`config.mk`:
```
export PLATFORM = sky130hd
export DESIGN_NAME = lane_req_sequencer_flat
export DESIGN_NICKNAME = d
export VERILOG_FILES = /design/src/rtl/lane_req_sequencer_pkg.sv /design/src/rtl/lane_req_sequencer_if.sv /design/src/rtl/lane_req_sequencer.sv /design/src/flat_wrapper.sv
export SDC_FILE = /design/constraint.sdc
export NUM_CORES = 1
export LEC_CHECK = 0
export CORE_ASPECT_RATIO = 0.8
export CORE_MARGIN = 2
export CORE_UTILIZATION = 38
export DETAILED_ROUTE_END_ITERATION = 7
export HOLD_SLACK_MARGIN = 0.02
export PLACE_DENSITY = 0.95
export SYNTH_ARGS = -nofsm -noshare
export SYNTH_HDL_FRONTEND = slang
export SYNTH_SLANG_ARGS = --single-unit
```
`constraint.sdc`:
```
create_clock -name clk -period 3 [get_ports clk]
set_input_delay 0.3 -clock clk [delete_from_list [all_inputs] [get_ports clk]]
set_output_delay 0.3 -clock clk [all_outputs]
set_load 0.02 [all_outputs]
```
`src/rtl/lane_req_sequencer_pkg.sv`:
```
// Shared sizes, access types, crossbar request payload and sequencer state encoding.
package lane_req_sequencer_pkg;

  localparam int unsigned NUM_OF_VECTOR_REG = 4;
  localparam int unsigned VECTOR_REG_DEPTH  = 16;
  localparam int unsigned VECTOR_REG_WIDTH  = 32;
  localparam int unsigned AW                = $clog2(VECTOR_REG_DEPTH);
  localparam int unsigned PW                = $clog2(NUM_OF_VECTOR_REG);

  typedef enum logic {
    READ_REQ  = 1'b0,
    WRITE_REQ = 1'b1
  } access_type_e;

  typedef enum logic [1:0] {
    IDLE  = 2'd0,
    ISSUE = 2'd1,
    WAIT  = 2'd2
  } seq_state_t;

  typedef struct packed {
    logic                        vld;
    logic [PW-1:0]               vec_reg_ptr;
    logic [AW-1:0]               addr;
    access_type_e                access_type;
    logic [AW:0]                 access_length;
    logic [VECTOR_REG_WIDTH-1:0] data;
  } cntrl_req_t;

endpackage

```
`src/rtl/lane_req_sequencer_if.sv`:
```
// Command, write-data, crossbar and read-out signals of one lane sequencer.
interface lane_req_sequencer_if;
  import lane_req_sequencer_pkg::*;

  logic                        cmd_vld;
  logic                        cmd_rdy;
  logic [PW-1:0]               cmd_vec_reg_ptr;
  logic [AW-1:0]               cmd_addr;
  logic [AW:0]                 cmd_len;
  access_type_e                cmd_type;
  logic                        wr_data_vld;
  logic [VECTOR_REG_WIDTH-1:0] wr_data;
  logic                        wr_data_rdy;
  cntrl_req_t                  vec_reg_req;
  logic                        reg_req_grant;
  logic                        rsp_vld;
  logic [VECTOR_REG_WIDTH-1:0] rd_data;
  logic                        rd_out_vld;
  logic [VECTOR_REG_WIDTH-1:0] rd_out_data;
  logic                        busy;
  logic                        done;

  // Sequencer side
  modport master (
    input  cmd_vld, cmd_vec_reg_ptr, cmd_addr, cmd_len, cmd_type,
    input  wr_data_vld, wr_data, reg_req_grant, rsp_vld, rd_data,
    output cmd_rdy, wr_data_rdy, vec_reg_req, rd_out_vld, rd_out_data, busy, done
  );

  // Command source / crossbar side
  modport slave (
    output cmd_vld, cmd_vec_reg_ptr, cmd_addr, cmd_len, cmd_type,
    output wr_data_vld, wr_data, reg_req_grant, rsp_vld, rd_data,
    input  cmd_rdy, wr_data_rdy, vec_reg_req, rd_out_vld, rd_out_data, busy, done
  );

endinterface

```
`src/rtl/lane_req_sequencer.sv`:
```
// Breaks a vector command into one crossbar request per element, re-arbitrating
// an element until it is granted; at most one element every two cycles.
module lane_req_sequencer
  import lane_req_sequencer_pkg::*;
(
  input  logic                 clk,
  input  logic                 reset,
  lane_req_sequencer_if.master bus
);

  localparam logic [AW:0] LEN_ONE = (AW+1)'(1);

  seq_state_t                  state;
  seq_state_t                  state_nxt;
  logic [PW-1:0]               cur_ptr;
  logic [AW-1:0]               cur_addr;
  logic [AW:0]                 remaining;
  access_type_e                cur_type;
  logic                        zero_done_q;
  logic                        rd_out_vld_q;
  logic [VECTOR_REG_WIDTH-1:0] rd_out_data_q;
  cntrl_req_t                  req_c;

  logic cmd_take;
  logic cmd_empty;
  logic elem_go;
  logic elem_done;
  logic last_elem;
  logic rd_capture;

  // Handshake qualifiers shared by the FSM and the datapath
  assign cmd_take   = (state == IDLE) && bus.cmd_vld;
  assign cmd_empty  = (bus.cmd_len == '0);
  assign elem_go    = (state == ISSUE) && ((cur_type == READ_REQ) || bus.wr_data_vld);
  assign elem_done  = (state == WAIT) && bus.reg_req_grant;
  assign last_elem  = (remaining <= LEN_ONE);
  assign rd_capture = (state == WAIT) && bus.rsp_vld && (cur_type == READ_REQ);

  // State register
  always_ff @(posedge clk or negedge reset) begin
    if (!reset) begin
      state <= IDLE;
    end else begin
      state <= state_nxt;
    end
  end

  // Next state: a request always drops for one cycle while the grant is awaited
  always_comb begin
    state_nxt = state;
    case (state)
      IDLE:    if (cmd_take && !cmd_empty) state_nxt = ISSUE;
      ISSUE:   if (elem_go) state_nxt = WAIT;
      WAIT:    state_nxt = (elem_done && last_elem) ? IDLE : ISSUE;
      default: state_nxt = IDLE;
    endcase
  end

  // Command context, element progress and the registered read-out path
  always_ff @(posedge clk or negedge reset) begin
    if (!reset) begin
      cur_ptr       <= '0;
      cur_addr      <= '0;
      remaining     <= '0;
      cur_type      <= READ_REQ;
      zero_done_q   <= 1'b0;
      rd_out_vld_q  <= 1'b0;
      rd_out_data_q <= '0;
    end else begin
      zero_done_q  <= cmd_take && cmd_empty;
      rd_out_vld_q <= rd_capture;
      if (rd_capture) begin
        rd_out_data_q <= bus.rd_data;
      end
      if (cmd_take && !cmd_empty) begin
        cur_ptr   <= bus.cmd_vec_reg_ptr;
        cur_addr  <= bus.cmd_addr;
        remaining <= bus.cmd_len;
        cur_type  <= bus.cmd_type;
      end else if (elem_done) begin
        cur_addr  <= cur_addr + AW'(1);
        remaining <= remaining - LEN_ONE;
      end
    end
  end

  // Outputs: request and write-consume follow the live handshake inputs
  always_comb begin
    req_c           = '0;
    bus.wr_data_rdy = 1'b0;
    bus.done        = zero_done_q;
    bus.cmd_rdy     = (state == IDLE);
    bus.busy        = (state != IDLE);
    bus.rd_out_vld  = rd_out_vld_q;
    bus.rd_out_data = rd_out_data_q;
    if (elem_go) begin
      req_c.vld           = 1'b1;
      req_c.vec_reg_ptr   = cur_ptr;
      req_c.addr          = cur_addr;
      req_c.access_type   = cur_type;
      req_c.access_length = remaining;
      req_c.data          = bus.wr_data;
    end
    if (elem_done) begin
      bus.wr_data_rdy = (cur_type == WRITE_REQ);
      if (last_elem) begin
        bus.done = 1'b1;
      end
    end
  end

  assign bus.vec_reg_req = req_c;

endmodule

```
`src/flat_wrapper.sv`:
```
// flat-port wrapper written by rule: the top's interface ports become plain ports
module lane_req_sequencer_flat import lane_req_sequencer_pkg::*;
  (clk, reset, bus_cmd_vld, bus_cmd_vec_reg_ptr, bus_cmd_addr, bus_cmd_len, bus_cmd_type, bus_wr_data_vld, bus_wr_data, bus_reg_req_grant, bus_rsp_vld, bus_rd_data, bus_cmd_rdy, bus_wr_data_rdy, bus_vec_reg_req, bus_rd_out_vld, bus_rd_out_data, bus_busy, bus_done);
  lane_req_sequencer_if bus_i ();
  input  logic clk;
  input  logic reset;
  input wire logic [$bits(bus_i.cmd_vld)-1:0] bus_cmd_vld;
  input wire logic [$bits(bus_i.cmd_vec_reg_ptr)-1:0] bus_cmd_vec_reg_ptr;
  input wire logic [$bits(bus_i.cmd_addr)-1:0] bus_cmd_addr;
  input wire logic [$bits(bus_i.cmd_len)-1:0] bus_cmd_len;
  input wire logic [$bits(bus_i.cmd_type)-1:0] bus_cmd_type;
  input wire logic [$bits(bus_i.wr_data_vld)-1:0] bus_wr_data_vld;
  input wire logic [$bits(bus_i.wr_data)-1:0] bus_wr_data;
  input wire logic [$bits(bus_i.reg_req_grant)-1:0] bus_reg_req_grant;
  input wire logic [$bits(bus_i.rsp_vld)-1:0] bus_rsp_vld;
  input wire logic [$bits(bus_i.rd_data)-1:0] bus_rd_data;
  output wire logic [$bits(bus_i.cmd_rdy)-1:0] bus_cmd_rdy;
  output wire logic [$bits(bus_i.wr_data_rdy)-1:0] bus_wr_data_rdy;
  output wire logic [$bits(bus_i.vec_reg_req)-1:0] bus_vec_reg_req;
  output wire logic [$bits(bus_i.rd_out_vld)-1:0] bus_rd_out_vld;
  output wire logic [$bits(bus_i.rd_out_data)-1:0] bus_rd_out_data;
  output wire logic [$bits(bus_i.busy)-1:0] bus_busy;
  output wire logic [$bits(bus_i.done)-1:0] bus_done;
  assign bus_i.cmd_vld = bus_cmd_vld;
  assign bus_i.cmd_vec_reg_ptr = bus_cmd_vec_reg_ptr;
  assign bus_i.cmd_addr = bus_cmd_addr;
  assign bus_i.cmd_len = bus_cmd_len;
  assign bus_i.cmd_type = bus_cmd_type;
  assign bus_i.wr_data_vld = bus_wr_data_vld;
  assign bus_i.wr_data = bus_wr_data;
  assign bus_i.reg_req_grant = bus_reg_req_grant;
  assign bus_i.rsp_vld = bus_rsp_vld;
  assign bus_i.rd_data = bus_rd_data;
  assign bus_cmd_rdy = bus_i.cmd_rdy;
  assign bus_wr_data_rdy = bus_i.wr_data_rdy;
  assign bus_vec_reg_req = bus_i.vec_reg_req;
  assign bus_rd_out_vld = bus_i.rd_out_vld;
  assign bus_rd_out_data = bus_i.rd_out_data;
  assign bus_busy = bus_i.busy;
  assign bus_done = bus_i.done;
  lane_req_sequencer u_core (.clk(clk), .reset(reset), .bus(bus_i));
endmodule
```
==> results of run 1 <==
-- registers in the layout (all words and copies together), names as in the netlist --
| signal | flops |
|---|---|
| u_core.cur_ptr | 2 |
| u_core.bus.rd_out_data | 32 |
| u_core.remaining | 5 |
| u_core.bus.rd_out_vld | 1 |
| u_core.state | 2 |
| u_core.cur_addr | 4 |
| u_core.zero_done_q | 1 |
| u_core.cur_type | 1 |
-- layer usage --
metal / routed length, um / up-vias / GRT usage
li1: - / 1015 / -
met1: 3000 / 986 / 0.264
met2: 3290 / 84 / 0.355
met3: 384 / 2 / 0.0527
met4: 23 / 0 / 0.0381
met5: 0 / - / 0
-- metrics by stage --
stage	cell area [sq um]	worst slack, ps	hold slack [ps]	power, mW	utilization
5_1_grt	4120	91.1	265	4.03	0.692
4_1_cts	4120	290	220	3.83	0.692
3_5_place_dp	4030	332	471	3.45	0.678
6_report	4120	269	185	3.79	0.692
3_3_place_gp	4030	367	449	3.37	0.678
2_1_floorplan	2350	1330	4.41	2.36	-
-- critical path, stage by stage, from the launching register on --
cell	delay, ps
dfrtp_1	460
and3b_1	460
o21ai_0	150
nor4_1	300
or2_2	180
clkdlybuf4s50_1	590
-- worst paths after layout --
kind / startpoint / to / slack (ps)
min: reset / u_core.cur_ptr[1] / 180
min reg2reg: u_core.cur_ptr[0] / u_core.cur_ptr[0] / 490
max: u_core.state[0] / bus_done / 270
min in group clk: u_core.cur_ptr[0] / u_core.cur_ptr[0] / 490
max reg2reg: u_core.state[0] / u_core.bus.rd_out_data[28] / 1140
max in group asynchronous: reset / u_core.bus.rd_out_data[27] / 2170
-- report_power, final --
group / switching (mW) / total [mW] / internal, mW
registers: 0.215 / 1.17 / 0.956
clock network: 0.216 / 0.379 / 0.163
logic: 1.08 / 2.24 / 1.17
total: 1.51 / 3.79 / 2.29
-- area by class of cell --
class / count / area share
timing repair buffer: 165 / 0.399
sequential: 48 / 0.292
multi-input combinational: 141 / 0.260
tap: 81 / 0.0246
clock buffer: 5 / 0.0167
clock inverter: 3 / 0.00456
inverter: 4 / 0.00365
-- cells by family after synthesis --
logic type	share of synthesized area
xor+xnor	0.00373
buf+inv	0.0356
simple gates	0.228
fa+ha+maj	0.0160
mux	0.153
compound gates	0.0522
flops	0.511
-- layout by cell type, fill, tap and decap left out, types with 3 or more instances in the layout --
master / count
mux2_2: 30
a21oi_1: 4
nand3_1: 6
clkdlybuf4s50_1: 162
dfrtp_1: 48
inv_1: 4
nand2_1: 15
nor2_1: 5
ha_1: 3
nand2b_1: 3
and2_1: 45
clkbuf_8: 5
==> metrics.md, run 1 <==
| Metric | Value |
|---|---|
| Run status | finished, final reports clean |
| Slew @ Worst Pin | 1050 ps |
| Routed WL per cell | 15.0 um |
| DR vias/cell | 4.67 |
| Ys Warns | 0 |
| GRT overflow | 0 |
| Post-synth cell types | 38 |
| LEAKAGE | 1.70 nW |
| WP data arrival | 2430 ps |
| Multi-input logic area | 0.00107 sq mm |
| Syn_area_per_cell | 11.6 sq um |
| Final hold violations | 0 |
| Port bufs | 163 |
| Post-Syn Area | 0.00235 sq mm |
| GRT Util Overall | 0.204 |
| Clk buf depth | 2 |
| WS Path Type | reg -> out |
| DRT iter0 DRCs | 64 |
| WL final | 6700 um |
| Worst skew pair latency | 300 ps |
| Clk sinks | 48 |
| Min cycle time layout | 2730 ps |
| FF/Latch Area | 0.00120 sq mm |
| Cell Count, Final, Fillers Out | 447 |
| Cts repair resizes | 0 |
| Die width | 91.9 um |
| Share of cells above drive strength 1 | 0.134 |
| Commonest cells in the netlist | dfrtp_1 (48), and2_1 (45), mux2_2 (30) |
| Row count | 25 |
| Dominant synthesized flop cell | dfrtp_1 |
| Largest cells by area after synthesis | dfrtp_1 (51%), mux2_2 (14%), and2_1 (12%) |
| Layout area overhead | 75.0% |
| Max-Cap Viols | 0 |
| Top-count cell post-synth | dfrtp_1 |
| Register bit total from synthesis | 48 |
| Critical path startpoint category | register |
| Clock transition at path regs | 90 ps |
| Pin count of the biggest net entering global routing | 49 |
| RSZ-0062 raised after global routing | false |
| R2R cell count | 4 |
| Final count of negative-setup-slack endpoints | 0 |
| Share of the synthesized area in the top cell type | 0.511 |
| Tcrit/Tclk final | 0.910 |
| Worst clock skew | 6.24 ps |
| Gate Count Post-Synth | 203 |
| Final ANT Viol Nets | 0 |
| Peak VDD IR | 0.387 mV |
| Worst Path Required | 2700 ps |
| Max Slew Vio Count | 0 |
| DP HPWL | 5280 um |
| EDFF count, synth | 0 |
| Fillers | 456 |
| RD Place Congestion | 0.894 |
| CTS tree | done |
| Sequential fraction of the synthesis area | 0.511 |
| Die Ht | 74.4 um |
| CTS root buf | clkbuf_8 |
| Post-route setup TNS | 0 ps |
| First-pass GRT wire length | 10800 um |
| CTS Hold Bufs | 0 |
| PD cells | 922 mW/mm^2 |
| CTS Buf Count | 5 |
| Fraction of registers with async set/reset | 1.00 |
| Setup Fix Bufs, Post-CTS | 0 |
| Fmax | 0.366 GHz |
| Die ar. | 0.00684 sq mm |
| Hold crit path type | in -> async |
| Remaining DRCs | 0 |
| Initial core utilization | 0.396 |
| Pre-antenna DRT Iters | 4 |
| DR vias | 2087 |
| Dpl cells | 439 |
| Number of global-route vias before repair | 2141 |
| Diode count | 0 |
| Cell taking the most area after synthesis | dfrtp_1 |
| Setup crit end kind | primary output |
| CTS H-tree depth | 2 |
| Headroom to the max-slew limit | 0.300 |
| Antenna violations before repair | 0 |
| Post-layout nets | 450 |
| Max FO, Critical Path | 9 |
| I/O pins | 164 |
| Post-synthesis net count | 288 |
| Core area | 0.00594 sq mm |
Note: power is estimated with default switching activity, not from simulation.
==> inputs of run 2 (changes only) <==
SLEW_MARGIN = 15   (was default)
==> run 2 against run 1 <==
Net effect:
- global-route usage unchanged
- routed wire length unchanged
- first-iteration DRC count unchanged
- final area about the same
- setup slack unchanged
- combinational power about the same
- final cell count unchanged
- fmax unchanged
==> metrics.md, run 2 (synthesized netlist as in run 1, its figures left out) <==
| Metric | Value |
|---|---|
| Cts repair resizes | 0 (unchanged) |
| Remaining DRCs | 0 (unchanged) |
| Most frequent cells in the layout | clkdlybuf4s50_1 (162), dfrtp_1 (48), and2_1 (45) |
| Setup crit end kind | primary output |
| CTS root buf | clkbuf_8 |
| Clk sinks | 48 (unchanged) |
| Clock transition at path regs | 90 ps (about the same) |
| Multi-input logic area | 0.00107 sq mm (unchanged) |
| CTS H-tree depth | 2 (unchanged) |
| Die ar. | 0.00684 sq mm (unchanged) |
| Fmax | 0.366 GHz (unchanged) |
| R2R cell count | 4 (unchanged) |
| CP startpoint | u_core.state[0] |
| DR vias/cell | 4.67 (unchanged) |
| Worst path max stage delay | 590 ps (about the same) |
| Run status | finished, final reports clean |
| LEAKAGE | 1.70 nW (about the same) |
| Clk buf depth | 2 (unchanged) |
| Final ANT Viol Nets | 0 (unchanged) |
| GRT overflow | 0 (unchanged) |
| Tcrit/Tclk final | 0.910 (unchanged) |
| Initial core utilization | 0.396 (unchanged) |
| DR vias | 2087 (unchanged) |
| Max Slew Vio Count | 0 (unchanged) |
| Post-route setup TNS | 0 ps (unchanged) |
| GRT Util Overall | 0.204 (unchanged) |
| Post-layout nets | 450 (unchanged) |
| WS Path Type | reg -> out |
| Slew @ Worst Pin | 600 ps (-449 ps) |
| RD Place Congestion | 0.894 (unchanged) |
| FF/Latch Area | 0.00120 sq mm (unchanged) |
| Diode count | 0 (unchanged) |
| CTS Buf Count | 5 (unchanged) |
| Row count | 25 (unchanged) |
| Final hold violations | 0 (unchanged) |
| DP HPWL | 5280 um (unchanged) |
| Placement Setup Slack | 332 ps (unchanged) |
| Worst clock skew | 6.24 ps (-0.0000300 ps) |
| Number of global-route vias before repair | 2141 (unchanged) |
| Port bufs | 163 (unchanged) |
| Peak VDD IR | 0.387 mV (about the same) |
| Die width | 91.9 um (unchanged) |
| Critical R2R Launch | u_core.state[0] |
| Routed WL per cell | 15.0 um (unchanged) |
| R2r setup slk | 1140 ps (about the same) |
| Final count of negative-setup-slack endpoints | 0 (unchanged) |
| Slowest cell on the critical path | clkdlybuf4s50_1 |
| Share of cells above drive strength 1 | 0.134 (unchanged) |
| Worst Path Required | 2700 ps (about the same) |
| RSZ-0062 raised after global routing | false |
| Worst skew pair latency | 300 ps (about the same) |
| Pre-antenna DRT Iters | 4 (unchanged) |
| Most common cell after layout, fill and taps aside | clkdlybuf4s50_1 |
| I/O pins | 164 (unchanged) |
| Max reg flops | 32 (unchanged) |
| PD cells | 922 mW/mm^2 (about the same) |
| Max FO, Critical Path | 9 (unchanged) |
| Final Total Pwr | 3.79 mW (about the same) |
| Headroom to the max-slew limit | 0.600 (+0.299) |
| CTS Hold Bufs | 0 (unchanged) |
| Critical path startpoint category | register |
| Max-Cap Viols | 0 (unchanged) |
| Die Ht | 74.4 um (unchanged) |
| Setup crit end | bus_done |
| R2r endpoint | u_core.bus.rd_out_data[28] |
| Antenna violations before repair | 0 (unchanged) |
| Cell Chain, Critical Path | and3b_1 -> o21ai_0 -> nor4_1 -> or2_2 -> clkdlybuf4s50_1 |
| WL final | 6700 um (unchanged) |
| Fillers | 455 (-0.22%) |
| CTS tree | done |
| DRT iter0 DRCs | 64 (unchanged) |
| Hold crit path type | in -> async |
| Core area | 0.00594 sq mm (unchanged) |
| Layout area overhead | 75.1% (about the same) |
| First-pass GRT wire length | 10800 um (unchanged) |
| WP data arrival | 2430 ps (about the same) |
| Pin count of the biggest net entering global routing | 49 (unchanged) |
| PnR worst setup slack | 269 ps (unchanged) |
| Fin Hold WS | 1.26 ps (-183 ps) |
| Min cycle time layout | 2730 ps (unchanged) |
| Setup Fix Bufs, Post-CTS | 0 (unchanged) |
[run 2: cell counts in the layout (fill, tap and decap cells not counted)]
Identical to the previous run, type by type.
[run 2: where the power goes]
part	internal, mW	switching [mW]
sequential	0.956	0.215
clock	0.163	0.216
combinational	1.17	1.08
total	2.29	1.51
[run 2: layout make-up]
cell class | instances | area share
Clock buffer | 5 | 0.0167
Timing Repair Buffer | 165 | 0.399
Tap cell | 81 | 0.0246
Multi-Input combinational cell | 141 | 0.259
Inverter | 4 | 0.00365
Clock inverter | 3 | 0.00456
Sequential cell | 48 | 0.292
[run 2: worst min path at each step]
stage | from | end | slack [ps] | depth (start not counted)
final | reset | u_core.cur_ptr[1] | 1 | 1
after global routing | reset | u_core.bus.rd_out_data[31] | 40 | 1
after CTS | reset | u_core.bus.rd_out_data[31] | 220 | 1
after detailed placement | u_core.cur_ptr[0] | u_core.cur_ptr[0] | 470 | 2
after global placement | u_core.cur_ptr[1] | u_core.cur_ptr[1] | 450 | 2
after floorplan | reset | u_core.bus.rd_out_data[0] | 4 | 0
[run 2: per-stage QoR]
step	cell area (sq um)	cells	utilization
floorplan	2350	203	-
global placement	4030	439	0.678
CTS	4120	447	0.692
global route	4120	447	0.693
finish	4120	447	0.693
detailed placement	4030	439	0.678
[run 2: layer usage]
| metal | part of all wire | global-route usage | vias up |
|---|---|---|---|
| met3 | 0.057 | 0.0527 | 2 |
| met5 | 0 | 0 | - |
| li1 | - | - | 1015 |
| met1 | 0.45 | 0.264 | 986 |
| met4 | 0.0034 | 0.0381 | 0 |
| met2 | 0.49 | 0.355 | 84 |
[run 2: critical path, delay by kind of cell, from the launching register on]
family / cells / cell delay (ps)
flops: 1 / 460
compound gates: 1 / 150
buf+inv: 1 / 590
simple gates: 3 / 940
==> edit 1: new RTL, config.mk and constraints of run 1 <==
Change the package constant `VECTOR_REG_DEPTH` from 16 to 8.
--- a/src/rtl/lane_req_sequencer_pkg.sv
+++ b/src/rtl/lane_req_sequencer_pkg.sv
@@ -3,5 +3,5 @@
 
   localparam int unsigned NUM_OF_VECTOR_REG = 4;
-  localparam int unsigned VECTOR_REG_DEPTH  = 16;
+  localparam int unsigned VECTOR_REG_DEPTH  = 8;
   localparam int unsigned VECTOR_REG_WIDTH  = 32;
   localparam int unsigned AW                = $clog2(VECTOR_REG_DEPTH);
Ports: changed (resized bus_cmd_addr, bus_cmd_len and bus_vec_reg_req); port bits go from 164 to 160. No check against the original RTL was run, so the function may have changed too.
==> edit 1 against run 1 <==
- cell area fell by 2.1%
- die area fell by 4.9%
- sequential cell count fell by 2
- area after synthesis fell by 5.1%
- setup slack improved by 31 ps
- routed wire length fell by 0.72%
- fmax rose by 1.1%
- power rose by 0.65%
- non-clock buffer count fell by 3
- core utilization rose by 3.3 points
- count of clock-buffer cells in the layout rose by 1
- critical path depth did not move
- largest power group unchanged
==> edit 1: results <==
[status]
outcome = finished clean

[setup_path]
rr_endpoint = u_core.bus.rd_out_data[12]
ff2ff_path_depth = 3
endpoint = bus_vec_reg_req[19]
worstSetupStartpoint = u_core.state[1]
arrival_ps = 2400
crit_fanout = 18
rrSetupSlack_ps = 1220

[synthesis]
synthAdderAreaFrac_pct = 1.68
seq_area_frac_synth_pct = 51.6
synth_commonest_cells = dfrtp_1, and2_1, mux2_2
synth_area_leaders = dfrtp_1, mux2_2, and2_1
async_flop_share_pct = 100
synthMuxAreaShare_pct = 18.2
ys_types = 34
synthXorXnorAreaFrac_pct = 0.393
synth_compound_area_share_pct = 4.43
syn_nets = 264

[routing]
drt_iter0_drc = 89
totalWireLength_um = 6650
vias_per_cell = 4.75

[sta]
relSlewSlack_pct = 32.5
finClkSkew_ps = 5.19

[grt]
track_usage_pct = 20.3
grt_pass1_wl_um = 10200
grt_max_degree = 47
grt_pass1_vias = 2043

[layout]
nNetsFinal = 423
largest_reg_flops = 32
fillerInstances = 408
drive_above_1_share_pct = 14.7

[power_and_ir_drop]
power_leakage_nw = 1.66
peakVddDrop_v = 0.000592
p_total_mw = 3.82

[placed_design]
dp_hpwl_um = 5330
postPlaceCellArea_um2 = 3880
place_congestion = 0.866
[edit 1: cell count changes in the layout (fill, tap and decap cells not counted), moves of 3 or more]
cell	change
nand3_1	-5
nand2_1	-14
clkdlybuf4s50_1	-4
a221o_1	+3
mux2_1	+3
[edit 1: report_power, final]
group	switching (mW)	leakage, nW	internal [mW]
Sequential	0.225	0.565	0.914
Combinational	0.981	1.02	1.13
Clock	0.210	0.0714	0.355
[edit 1: kinds of logic (layout without fill, tap and decap cells)]
family,after synthesis,in the layout
flops,46,46
mux,36,36
fa+ha+maj,3,3
compound gates,12,12
xor+xnor,1,1
buf+inv,13,173
simple gates,70,70
[edit 1: area by class of cell]
cell class | instances | area share (%)
multi-input combinational | 122 | 25.2
timing repair buffer | 162 | 40.0
inverter | 3 | 0.280
tap | 78 | 2.42
sequential | 46 | 28.6
clock inverter | 2 | 1.49
clock buffer | 6 | 2.05
[edit 1: per-layer routing]
layer / part of all wire [%] / vias up / track usage (%)
met1: 41 / 962 / 25.9
li1: - / 940 / -
met5: 0 / - / 0
met4: 1.3 / 0 / 4.15
met2: 51 / 79 / 33.9
met3: 7.3 / 11 / 6.60
[edit 1: stage by stage]
step / hold WS (ps) / setup WS, ps / cells / util, %
4_1_cts: 211 / 287 / 419 / 72.5
5_1_grt: 254 / 153 / 419 / 72.5
3_3_place_gp: 469 / 503 / 411 / 69.9
3_5_place_dp: 474 / 425 / 411 / 69.9
6_report: 175 / 300 / 419 / 72.5
2_1_floorplan: 4.41 / 1320 / 181 / -
==> edit 2: new RTL, flow settings as in run 1 <==
Without the edit above. Encoding of `seq_state_t`: now one-hot (3 bits for 3 states).
--- a/src/rtl/lane_req_sequencer_pkg.sv
+++ b/src/rtl/lane_req_sequencer_pkg.sv
@@ -13,8 +13,8 @@
   } access_type_e;
 
-  typedef enum logic [1:0] {
-    IDLE  = 2'd0,
-    ISSUE = 2'd1,
-    WAIT  = 2'd2
+  typedef enum logic [2:0] {
+    IDLE  = 3'b001,
+    ISSUE = 3'b010,
+    WAIT  = 3'b100
   } seq_state_t;
 
Formal check against the unedited RTL: same outputs for any inputs over 10 cycles, from zero or initial values and one cycle with reset low; not proved beyond that.
==> edit 2 against run 1 <==
- setup slack better by 150 ps
- area after synthesis rose by 3.4%
- sequential cell count grew 1
- count of clock-buffer cells in the layout is 1 higher
- global-route usage shrank 1.2 points
- critical path type unchanged
- via count up 3.1%
- highest routed layer unchanged
- cell area rose by 2.0%
- largest power group unchanged
- combinational power shrank 19%
- power shrank 10%
- routed wire length increased by 7.3%
- cell count grew 2.7%
==> edit 2: results <==
[synthesis]
ys_types = 37
synthXorXnorAreaFrac_pct = 0.360
seq_area_frac_synth_pct = 50.5
synthMuxAreaShare_pct = 15.3
synth_area_leaders = dfrtp_1, mux2_2, and2_1
synth_compound_area_share_pct = 6.08
synth_commonest_cells = dfrtp_1, and2_1, mux2_2

[power_and_ir_drop]
power_leakage_nw = 1.72
p_comb_share_pct = 53.4
combinationalPower_mw = 1.82
switching_power_mw = 1.32
peakVddDrop_v = 0.000273

[sta]
fin_hold_ws_ps = 184
tightest_slew_ps = 1040
finClkSkew_ps = 5.82
fmax_ghz = 0.387

[setup_path]
endpoint = bus_vec_reg_req[20]
r2r_start = u_core.state[0]
crit_fanout = 42
path_delay_family = buffers and inverters
arrival_ps = 2280
worstSetupStartpoint = u_core.cur_type
max_stage_delay_ps = 610
rrSetupSlack_ps = 970

[layout]
drive_above_1_share_pct = 13.6
fillerInstances = 486
final_cells = 459

[grt]
grt.met2_usage_pct = 32.4
grtUsageMet1_pct = 25.4
grt_pass1_vias = 2108
groute.layer.met3.usage_pct = 4.25
grt_pass1_wl_um = 10400
grt_max_degree = 50
track_usage_pct = 19.1

[routing]
wl_met3_um = 387
wl_met1_um = 3150
met2_wirelength_um = 3600
drt_iter0_drc = 52
vias_per_cell = 4.69

[placed_design]
place_ws_ps = 486
dp.cells = 451
dp_hpwl_um = 5770

[status]
outcome = finished clean
edit 2: changes by cell type in the layout (fill, tap and decap cells not counted), sizes merged, moves of 2 or more:
cell / before / now
nand4: 2 / 0
clkinvlp: 0 / 2
o21ai: 2 / 4
nor4: 1 / 3
nor3: 0 / 6
buf: 3 / 5
and2: 45 / 42
clkinv: 3 / 0
nor2: 6 / 8
a21oi: 4 / 2
o22ai: 2 / 0
edit 2: area by class of cell:
| cell class | instances | area, um2 | share of cell area (%) |
|---|---|---|---|
| timing repair buffer | 167 | 1660 | 39.5 |
| sequential | 49 | 1230 | 29.2 |
| multi-input combinational | 146 | 1100 | 26.3 |
| tap | 84 | 105 | 2.50 |
| clock buffer | 6 | 72.6 | 1.73 |
| inverter | 5 | 18.8 | 0.447 |
| clock inverter | 2 | 15.0 | 0.358 |
